<file path="src/rtl/traffic_signal_safety_monitor_if.sv">
// rtl/traffic_signal_safety_monitor_if.sv - lamp command/driver bundle between controller, monitor and lamp drivers
interface traffic_signal_safety_monitor_if;
  logic [1:0] TL1;
  logic [1:0] TL2;
  logic [1:0] TL3;
  logic [1:0] TL4;
  logic       fault_clr;
  logic [1:0] SIG1;
  logic [1:0] SIG2;
  logic [1:0] SIG3;
  logic [1:0] SIG4;
  logic       fault;
  logic [2:0] fault_code;

  modport master (
    output TL1, TL2, TL3, TL4, fault_clr,
    input  SIG1, SIG2, SIG3, SIG4, fault, fault_code
  );

  modport slave (
    input  TL1, TL2, TL3, TL4, fault_clr,
    output SIG1, SIG2, SIG3, SIG4, fault, fault_code
  );
endinterface

</file>
<file path="src/rtl/traffic_signal_safety_monitor.sv">
// rtl/traffic_signal_safety_monitor.sv - passes legal lamp commands through, latches first fault and flashes red
module traffic_signal_safety_monitor #(
  parameter int MIN_YELLOW  = 2,
  parameter int MAX_GREEN   = 16,
  parameter int FLASH_HALF  = 4,
  parameter int ALLOW_PAIRS = 0
) (
  input logic clk,
  input logic rst,
  traffic_signal_safety_monitor_if.slave bus
);

  localparam int YW = $clog2(MIN_YELLOW + 1);
  localparam int GW = $clog2(MAX_GREEN + 2);
  localparam int FW = $clog2(2 * FLASH_HALF);

  localparam logic [1:0] L_RED = 2'b00;
  localparam logic [1:0] L_YEL = 2'b01;
  localparam logic [1:0] L_GRN = 2'b10;
  localparam logic [1:0] L_BAD = 2'b11;

  typedef enum logic {ST_MON, ST_FAULT} state_t;

  state_t          r_state;
  state_t          w_state_nxt;
  logic [1:0]      w_tl    [4];
  logic [1:0]      r_prev  [4];
  logic [YW-1:0]   r_ycnt  [4];
  logic [GW-1:0]   r_gcnt  [4];
  logic [1:0]      r_sig   [4];
  logic [2:0]      r_code;
  logic [FW-1:0]   r_flash;
  logic [FW-1:0]   w_flash_nxt;
  logic [3:0]      w_nonred;
  logic            w_inv, w_conf, w_trans, w_short, w_wd;
  logic [2:0]      w_code;
  logic            w_clear;

  assign w_tl[0] = bus.TL1;
  assign w_tl[1] = bus.TL2;
  assign w_tl[2] = bus.TL3;
  assign w_tl[3] = bus.TL4;

  always_comb begin
    w_nonred = '0;
    w_inv    = 1'b0;
    w_trans  = 1'b0;
    w_short  = 1'b0;
    w_wd     = 1'b0;
    for (int i = 0; i < 4; i++) begin
      w_nonred[i] = (w_tl[i] != L_RED);
      w_inv   |= (w_tl[i] == L_BAD);
      w_trans |= (r_prev[i] == L_RED && w_tl[i] == L_YEL) ||
                 (r_prev[i] == L_GRN && w_tl[i] == L_RED) ||
                 (r_prev[i] == L_YEL && w_tl[i] == L_GRN);
      w_short |= (r_prev[i] == L_YEL && w_tl[i] == L_RED && r_ycnt[i] < YW'(MIN_YELLOW));
      w_wd    |= (r_prev[i] == L_GRN && w_tl[i] == L_GRN && r_gcnt[i] == GW'(MAX_GREEN));
    end
    // Paired mode: {1,3} and {2,4} are compatible, any mix across groups conflicts.
    if (ALLOW_PAIRS != 0)
      w_conf = (w_nonred[0] | w_nonred[2]) & (w_nonred[1] | w_nonred[3]);
    else
      w_conf = ($countones(w_nonred) > 1);
    if (w_inv)        w_code = 3'd1;
    else if (w_conf)  w_code = 3'd2;
    else if (w_trans) w_code = 3'd3;
    else if (w_short) w_code = 3'd4;
    else if (w_wd)    w_code = 3'd5;
    else              w_code = 3'd0;
    w_clear     = bus.fault_clr && (w_nonred == 4'b0000);
    w_flash_nxt = (r_flash == FW'(2 * FLASH_HALF - 1)) ? '0 : r_flash + 1'b1;
  end

  always_comb begin
    w_state_nxt = r_state;
    case (r_state)
      ST_MON:   if (w_code != 3'd0) w_state_nxt = ST_FAULT;
      ST_FAULT: if (w_clear)        w_state_nxt = ST_MON;
      default:  w_state_nxt = ST_MON;
    endcase
  end

  always_ff @(posedge clk) begin
    if (rst) r_state <= ST_MON;
    else     r_state <= w_state_nxt;
  end

  always_ff @(posedge clk) begin
    if (rst || (r_state == ST_FAULT && w_clear)) begin
      r_code  <= 3'd0;
      r_flash <= '0;
      for (int i = 0; i < 4; i++) begin
        r_sig[i]  <= L_RED;
        r_prev[i] <= L_RED;
        r_ycnt[i] <= '0;
        r_gcnt[i] <= '0;
      end
    end else if (r_state == ST_MON) begin
      if (w_code != 3'd0) begin
        r_code  <= w_code;
        r_flash <= '0;
        for (int i = 0; i < 4; i++) r_sig[i] <= L_RED;
      end else begin
        for (int i = 0; i < 4; i++) begin
          r_sig[i]  <= w_tl[i];
          r_prev[i] <= w_tl[i];
          if (w_tl[i] == L_YEL)
            r_ycnt[i] <= (r_ycnt[i] == YW'(MIN_YELLOW)) ? r_ycnt[i] : r_ycnt[i] + 1'b1;
          else
            r_ycnt[i] <= '0;
          if (w_tl[i] == L_GRN)
            r_gcnt[i] <= (r_gcnt[i] == GW'(MAX_GREEN + 1)) ? r_gcnt[i] : r_gcnt[i] + 1'b1;
          else
            r_gcnt[i] <= '0;
        end
      end
    end else begin
      // Entry cycle was flash count 0 (red); first FLASH_HALF counts red, rest dark.
      r_flash <= w_flash_nxt;
      for (int i = 0; i < 4; i++)
        r_sig[i] <= (w_flash_nxt < FW'(FLASH_HALF)) ? L_RED : 2'b11;
    end
  end

  assign bus.SIG1       = r_sig[0];
  assign bus.SIG2       = r_sig[1];
  assign bus.SIG3       = r_sig[2];
  assign bus.SIG4       = r_sig[3];
  assign bus.fault      = (r_state == ST_FAULT);
  assign bus.fault_code = r_code;

endmodule

</file>
<file path="src/flat_wrapper.sv">
// flat-port wrapper written by rule: the top's interface ports become plain ports
module traffic_signal_safety_monitor_flat 
#(
  parameter int MIN_YELLOW  = 2,
  parameter int MAX_GREEN   = 16,
  parameter int FLASH_HALF  = 4,
  parameter int ALLOW_PAIRS = 0
)
  (clk, rst, bus_TL1, bus_TL2, bus_TL3, bus_TL4, bus_fault_clr, bus_SIG1, bus_SIG2, bus_SIG3, bus_SIG4, bus_fault, bus_fault_code);
  traffic_signal_safety_monitor_if bus_i ();
  input logic clk;
  input logic rst;
  input wire logic [$bits(bus_i.TL1)-1:0] bus_TL1;
  input wire logic [$bits(bus_i.TL2)-1:0] bus_TL2;
  input wire logic [$bits(bus_i.TL3)-1:0] bus_TL3;
  input wire logic [$bits(bus_i.TL4)-1:0] bus_TL4;
  input wire logic [$bits(bus_i.fault_clr)-1:0] bus_fault_clr;
  output wire logic [$bits(bus_i.SIG1)-1:0] bus_SIG1;
  output wire logic [$bits(bus_i.SIG2)-1:0] bus_SIG2;
  output wire logic [$bits(bus_i.SIG3)-1:0] bus_SIG3;
  output wire logic [$bits(bus_i.SIG4)-1:0] bus_SIG4;
  output wire logic [$bits(bus_i.fault)-1:0] bus_fault;
  output wire logic [$bits(bus_i.fault_code)-1:0] bus_fault_code;
  assign bus_i.TL1 = bus_TL1;
  assign bus_i.TL2 = bus_TL2;
  assign bus_i.TL3 = bus_TL3;
  assign bus_i.TL4 = bus_TL4;
  assign bus_i.fault_clr = bus_fault_clr;
  assign bus_SIG1 = bus_i.SIG1;
  assign bus_SIG2 = bus_i.SIG2;
  assign bus_SIG3 = bus_i.SIG3;
  assign bus_SIG4 = bus_i.SIG4;
  assign bus_fault = bus_i.fault;
  assign bus_fault_code = bus_i.fault_code;
  traffic_signal_safety_monitor #(.MIN_YELLOW(MIN_YELLOW), .MAX_GREEN(MAX_GREEN), .FLASH_HALF(FLASH_HALF), .ALLOW_PAIRS(ALLOW_PAIRS)) u_core (.clk(clk), .rst(rst), .bus(bus_i));
endmodule
</file>
<file path="config.mk">
export PLATFORM = sky130hd
export DESIGN_NAME = traffic_signal_safety_monitor_flat
export DESIGN_NICKNAME = d
export VERILOG_FILES = /design/src/rtl/traffic_signal_safety_monitor_if.sv /design/src/rtl/traffic_signal_safety_monitor.sv /design/src/flat_wrapper.sv
export SDC_FILE = /design/constraint.sdc
export NUM_CORES = 1
export LEC_CHECK = 0
export CORE_MARGIN = 2
export CORE_UTILIZATION = 60
export DETAILED_ROUTE_END_ITERATION = 12
export DONT_BUFFER_PORTS = 1
export GPL_TIMING_DRIVEN = 0
export PLACE_DENSITY_LB_ADDON = 0.08
export SLEW_MARGIN = 30
export SYNTH_ARGS = -nofsm -noshare
export SYNTH_HDL_FRONTEND = slang
export SYNTH_SLANG_ARGS = --single-unit
</file>
<file path="constraint.sdc">
create_clock -name clk -period 4.8 [get_ports clk]
set_input_delay 0.96 -clock clk [delete_from_list [all_inputs] [get_ports clk]]
set_output_delay 0.96 -clock clk [all_outputs]
set_load 0.02 [all_outputs]
</file>
# Word-level counts from Yosys, hierarchy flattened
# Memories as Yosys holds them, arrays and structs flattened.
# Cells that the tools add are included.
# op_classes
addsub,12
order_cmp,6
n_eq_ne,33
n_mux,144
bitwise,45
n_reduce_logical,55
# ops
op,count
1-bit two-way mux,94
5-bit two-way mux,12
2-bit two-way mux,29
1-bit bitwise OR,44
5-bit equality test (second input constant),8
32-bit adder,1
2-bit equality test (second input constant),16
32-bit by 2-bit greater-than comparator with 1-bit output (second input constant),1
1-bit logical AND,30
3-bit two-way mux,8
5-bit by 1-bit adder with 5-bit output (second input constant),4
2-bit by 1-bit equality test with 1-bit output (second input constant),8
2-bit logical NOT,8
2-bit nonzero test,5
1-bit logical OR,9
2-bit by 1-bit adder with 2-bit output (second input constant),4
2-bit < comparator (second input constant),4
1-bit by 1-bit adder with 2-bit output,2
4-bit logical NOT,1
3-bit by 1-bit adder with 3-bit output (second input constant),1
3-bit equality test (second input constant),1
3-bit < comparator (second input constant),1
3-bit nonzero test,1
1-bit one-hot mux with 2 select lines,1
2 further kinds,2
# totals
register_bits,7
ram_bits,44
output_inout_bits,12
word_cells,302
memories,4
# memory_table
name,depth,word_bits,rd,rd_clocked_by_memory_dff,wr,line_no,rtl
u_core.r_gcnt,4,5,4,0,4,traffic_signal_safety_monitor.sv:29,logic [GW-1:0] r_gcnt [4];
u_core.r_prev,4,2,4,0,4,traffic_signal_safety_monitor.sv:27,logic [1:0] r_prev [4];
u_core.r_sig,4,2,4,0,4,traffic_signal_safety_monitor.sv:30,logic [1:0] r_sig [4];
u_core.r_ycnt,4,2,4,0,4,traffic_signal_safety_monitor.sv:28,logic [YW-1:0] r_ycnt [4];

# Depth between registers and ports, before layout
# An unclocked memory read counts as a cell.
# depth
depth_word,20
ltp_mapped,11
ltp_nobuf,9

# Least setup slack after synthesis
# No wires, ideal clock.
# synth_path
kind,in2reg
startpoint,input bus_TL3[0]
endpoint,memory u_core.r_gcnt[1][0] (netlist name) (enable)
setup_time_ps,360
t_arrival_ps,3468
path_slack_ps,972
path_stages,8
n_path_buf,1
cell_sequence,buf_2 > or2_2 > ha_1 > and2_1 > fa_1 > nor4_4 > a31oi_2 > a31oi_1
# synth_lines
element,line_no,rtl
from (decl),flat_wrapper.sv:15,input wire logic [$bits(bus_i.TL3)-1:0] bus_TL3;
to (decl),traffic_signal_safety_monitor.sv:29,

==> results.env <==
POST_CTS.RESIZED_INSTANCES=0
SYNTH.YOSYS.WARNINGS=0
ROUTED_ANTENNA_NETS=0
CTS_TREE='built'
H-TREE-DEPTH=2
CORE_AREA_UM2=4723
PLACED_CELL_AREA_UM2=3050
DRV_SLEW=0
FINALCLOCKSKEW_NS=0.006595
WIRELENGTH_UM=5664
VIAS=1971
DRCVIOLATIONCOUNT=0
FIRST_GLOBAL_VIAS=1873
TOTAL_POWER_mW=0.8881
CTS_NUM_SINKS=51
DRTPASS1ITERATIONS=4
FMAX_GHz=0.2509
DETAILEDPLACE.WORSTSLACK_NS=0.4606
POST_SYNTH_NUM_CELL_TYPES=49
DETAIL_ROUTE.ITER0.VIOLATIONS=86
DESIGN_AREA_FINAL_UM2=3152
SYNTH.FF_LATCH_COUNT=51
YOSYSSEQAREASHARE=0.4970
GLOBAL_ROUTE.USAGE.TOTAL=0.2276
STATUS='completed'
N_FILL_CELL=367
MAX_CAP_VIOLATIONS=0
FRACTION_OF_LAYOUT_CELLS_WITH_A_SIZE_SUFFIX_ABOVE_1=0.1127
NUMBER_OF_ENABLE_TYPE_REGISTER_CELLS_IN_THE_SYNTHESIZED_NETLIST=44
CP_MAX_FANOUT=10
AREA_GROW_SYN2LAYOUT_PCT=7.191
DETAIL_ROUTE.VIAS_PER_CELL=5.763
DIE_SPAN_IN_X_UM=74.01
LEAKAGE_nW=1.226
SETUP_VIOLATIONS=0
PATH_CLASS='in -> reg'
FINAL.SETUP.WORST_SLACK_NS=0.8139
NETS=307
SLEW_HEADROOM=0.5627
CRITPATHARRIVALTIME_NS=3.94
WORST_SKEW_PAIR.LATE_LATENCY_NS=0.31
PLACEMENT.IO_BUFFERS=0
CTS.REPORTEDPATHS.CLKPINSLEW_NS=0.09
SYNTH-ASYNC-RESET-RATIO=0
WORSTPATHREQUIRED_NS=4.75
MAX_STAGE_DELAY_NS=0.58
GRT_ANTENNA_BEFORE_REPAIR=0
AREA_SHARE_OF_THE_LARGEST_CELL_TYPE_AFTER_SYNTHESIS=0.4494
MOSTFREQUENTLAYOUTCELL='sky130_fd_sc_hd__edfxtp_1'
ROUTEDWLPERCELL_UM=16.56
GRT_FIRST_PASS_WIRELENGTH_UM=9252
SYNTHESIS.INSTANCES=260
TIMING.FINAL.CRIT_SHARE=0.8304
CLOCK-ROOT-BUFFER='sky130_fd_sc_hd__clkbuf_8'
RSZ0062_AT_GRT='no'
MOSTFREQUENTLAYOUTCELLS='sky130_fd_sc_hd__edfxtp_1, sky130_fd_sc_hd__inv_1, sky130_fd_sc_hd__ha_1'
POST_CTS_SETUP_BUFFERS=0
TRITONCTS.NUM_BUFFERS=5
GLOBAL_ROUTE.OVERFLOW_TOTAL=0
FINAL_PERIOD_MINUS_WORST_SETUP_SLACK_NS=3.986
AVGSYNTHCELLAREA_UM2=11.31
FLOORPLAN.IO_PINS=23
CTS_HOLD_BUFS=0
DETAILED_PLACE_HPWL_UM=4132
NETLIST_TOP_CELLS_AREA='sky130_fd_sc_hd__edfxtp_1, sky130_fd_sc_hd__ha_1, sky130_fd_sc_hd__dfxtp_1'
TIMING.SETUP.TNS_NS=0
POWERDENSITY_nW_PER_UM2=281.8
WORST_IR_DROP_ON_VDD_mV=0.1955
GRT_START_MAX_NET_PINS=16
CTS-ROOT-TO-SINK-BUFFERS=2
WORST_SLEW_PIN_SLEW_NS=0.6539
START_UTIL=0.6225
CRIT_PATH_START_KIND='primary input'
ROW_COUNT=25
DIEAREA_UM2=5477
HOLD_VIOL_FINAL=0
CP.BUFFERS_INVERTERS=1
SEQCELLAREA_UM2=1461
ENDPOINT_KIND='flop'
YS_DOMINANT_REG_CELL='sky130_fd_sc_hd__edfxtp_1'
MULTI_INPUT_COMB_AREA_UM2=1356
CRITICAL_PATH_TOP_DELAY_CELL='sky130_fd_sc_hd__nor4_4'
HP-CLASS='reg -> reg'
YOSYSTOPAREACELL='sky130_fd_sc_hd__edfxtp_1'
CRIT_CHAIN='buf_2 > or2_2 > ha_1 > and2_1 > fa_1 > nor4_4 > a31oi_2 > a31oi_1'
SYNTH_AREA_UM2=2940
ANTENNA_FIX_CELLS=0
PATH_DELAY_FAMILY='simple AND/OR/NAND/NOR gates'
FINALWEIGHTEDCONGESTION=0.7757
CHIPHEIGHT_UM=74.01
-- routing by layer --
layer  wire (um)  up-vias  GRT usage
li1            -      977          -
met1        2704      943     0.3286
met2        2565       44     0.3502
met3         323        7    0.04472
met4          71        0    0.07071
met5           0        -          0
-- state kept, by name, indices dropped and copies added, names as in the netlist --
register,cells
u_core.r_ycnt,8
u_core.r_flash,3
u_core.r_gcnt,20
u_core.bus.fault_code,3
u_core.r_prev,8
u_core.r_sig,8
u_core.bus.fault,1
-- cell usage after synthesis, types with 5 or more instances --
| master | number |
|---|---|
| sky130_fd_sc_hd__a21o_1 | 5 |
| sky130_fd_sc_hd__a21oi_1 | 9 |
| sky130_fd_sc_hd__a31oi_1 | 8 |
| sky130_fd_sc_hd__and2_1 | 7 |
| sky130_fd_sc_hd__and3_1 | 5 |
| sky130_fd_sc_hd__buf_2 | 5 |
| sky130_fd_sc_hd__dfxtp_1 | 7 |
| sky130_fd_sc_hd__edfxtp_1 | 44 |
| sky130_fd_sc_hd__ha_1 | 21 |
| sky130_fd_sc_hd__inv_1 | 22 |
| sky130_fd_sc_hd__nand2_1 | 6 |
| sky130_fd_sc_hd__nand2b_1 | 5 |
| sky130_fd_sc_hd__nand3_1 | 9 |
| sky130_fd_sc_hd__nor2_1 | 13 |
| sky130_fd_sc_hd__nor3_1 | 16 |
| sky130_fd_sc_hd__nor3_2 | 7 |
| sky130_fd_sc_hd__nor4b_1 | 6 |
| sky130_fd_sc_hd__xor2_1 | 10 |
-- report_power, final --
group          switching (mW)  internal, mW  leakage (nW)
Combinational          0.0562        0.0345         0.663
Clock                   0.140         0.135        0.0506
Sequential             0.0216         0.501         0.513
Total                   0.218         0.670          1.23
-- worst reg2reg max path, delay by kind of cell (launching register included) --
| family | cells | cell delay, ns |
|---|---|---|
| simple gates | 3 | 1.18 |
| compound gates | 3 | 1.04 |
| flops | 1 | 0.43 |
-- kinds of logic (layout without fill, tap and decap cells) --
group / Yosys count / count (layout) / synth area share
compound gates: 40 / 40 / 0.09234
xor+xnor: 14 / 14 / 0.04170
fa+ha+maj: 22 / 22 / 0.09617
buf+inv: 33 / 41 / 0.05064
flops: 51 / 51 / 0.4970
mux: 1 / 1 / 0.003830
other cells: 1 / 8 / 0.001275
simple gates: 98 / 98 / 0.2170
-- final cells by class --
class                   instances  area share
plain buffers                  10     0.01985
clock buffers                   8     0.03216
inverters                      23     0.02739
multi-input cells             183      0.4303
flip-flops and latches         51      0.4637
well taps                      67     0.02660
-- final timing paths --
check,end,cells past startpoint,from,slack (ns)
setup / recovery,u_core.r_gcnt[0][1],8,bus_TL3[0],0.81
hold / removal,u_core.r_flash[1],2,u_core.r_flash[1],0.48
setup reg to reg,u_core.r_gcnt[0][1],6,u_core.r_prev[0][2],1.79
hold reg to reg,u_core.r_flash[1],2,u_core.r_flash[1],0.48
-- metrics by stage --
stage | util | cells | hold WS [ns]
3_5_place_dp | 0.6458 | 334 | 0.4621
3_3_place_gp | 0.6458 | 334 | 0.4549
2_1_floorplan | - | 267 | 0.4332
6_report | 0.6673 | 342 | 0.4799
5_1_grt | 0.6673 | 342 | 0.5042
4_1_cts | 0.6673 | 342 | 0.4826
No activity file was read; power rests on OpenSTA's default activity.
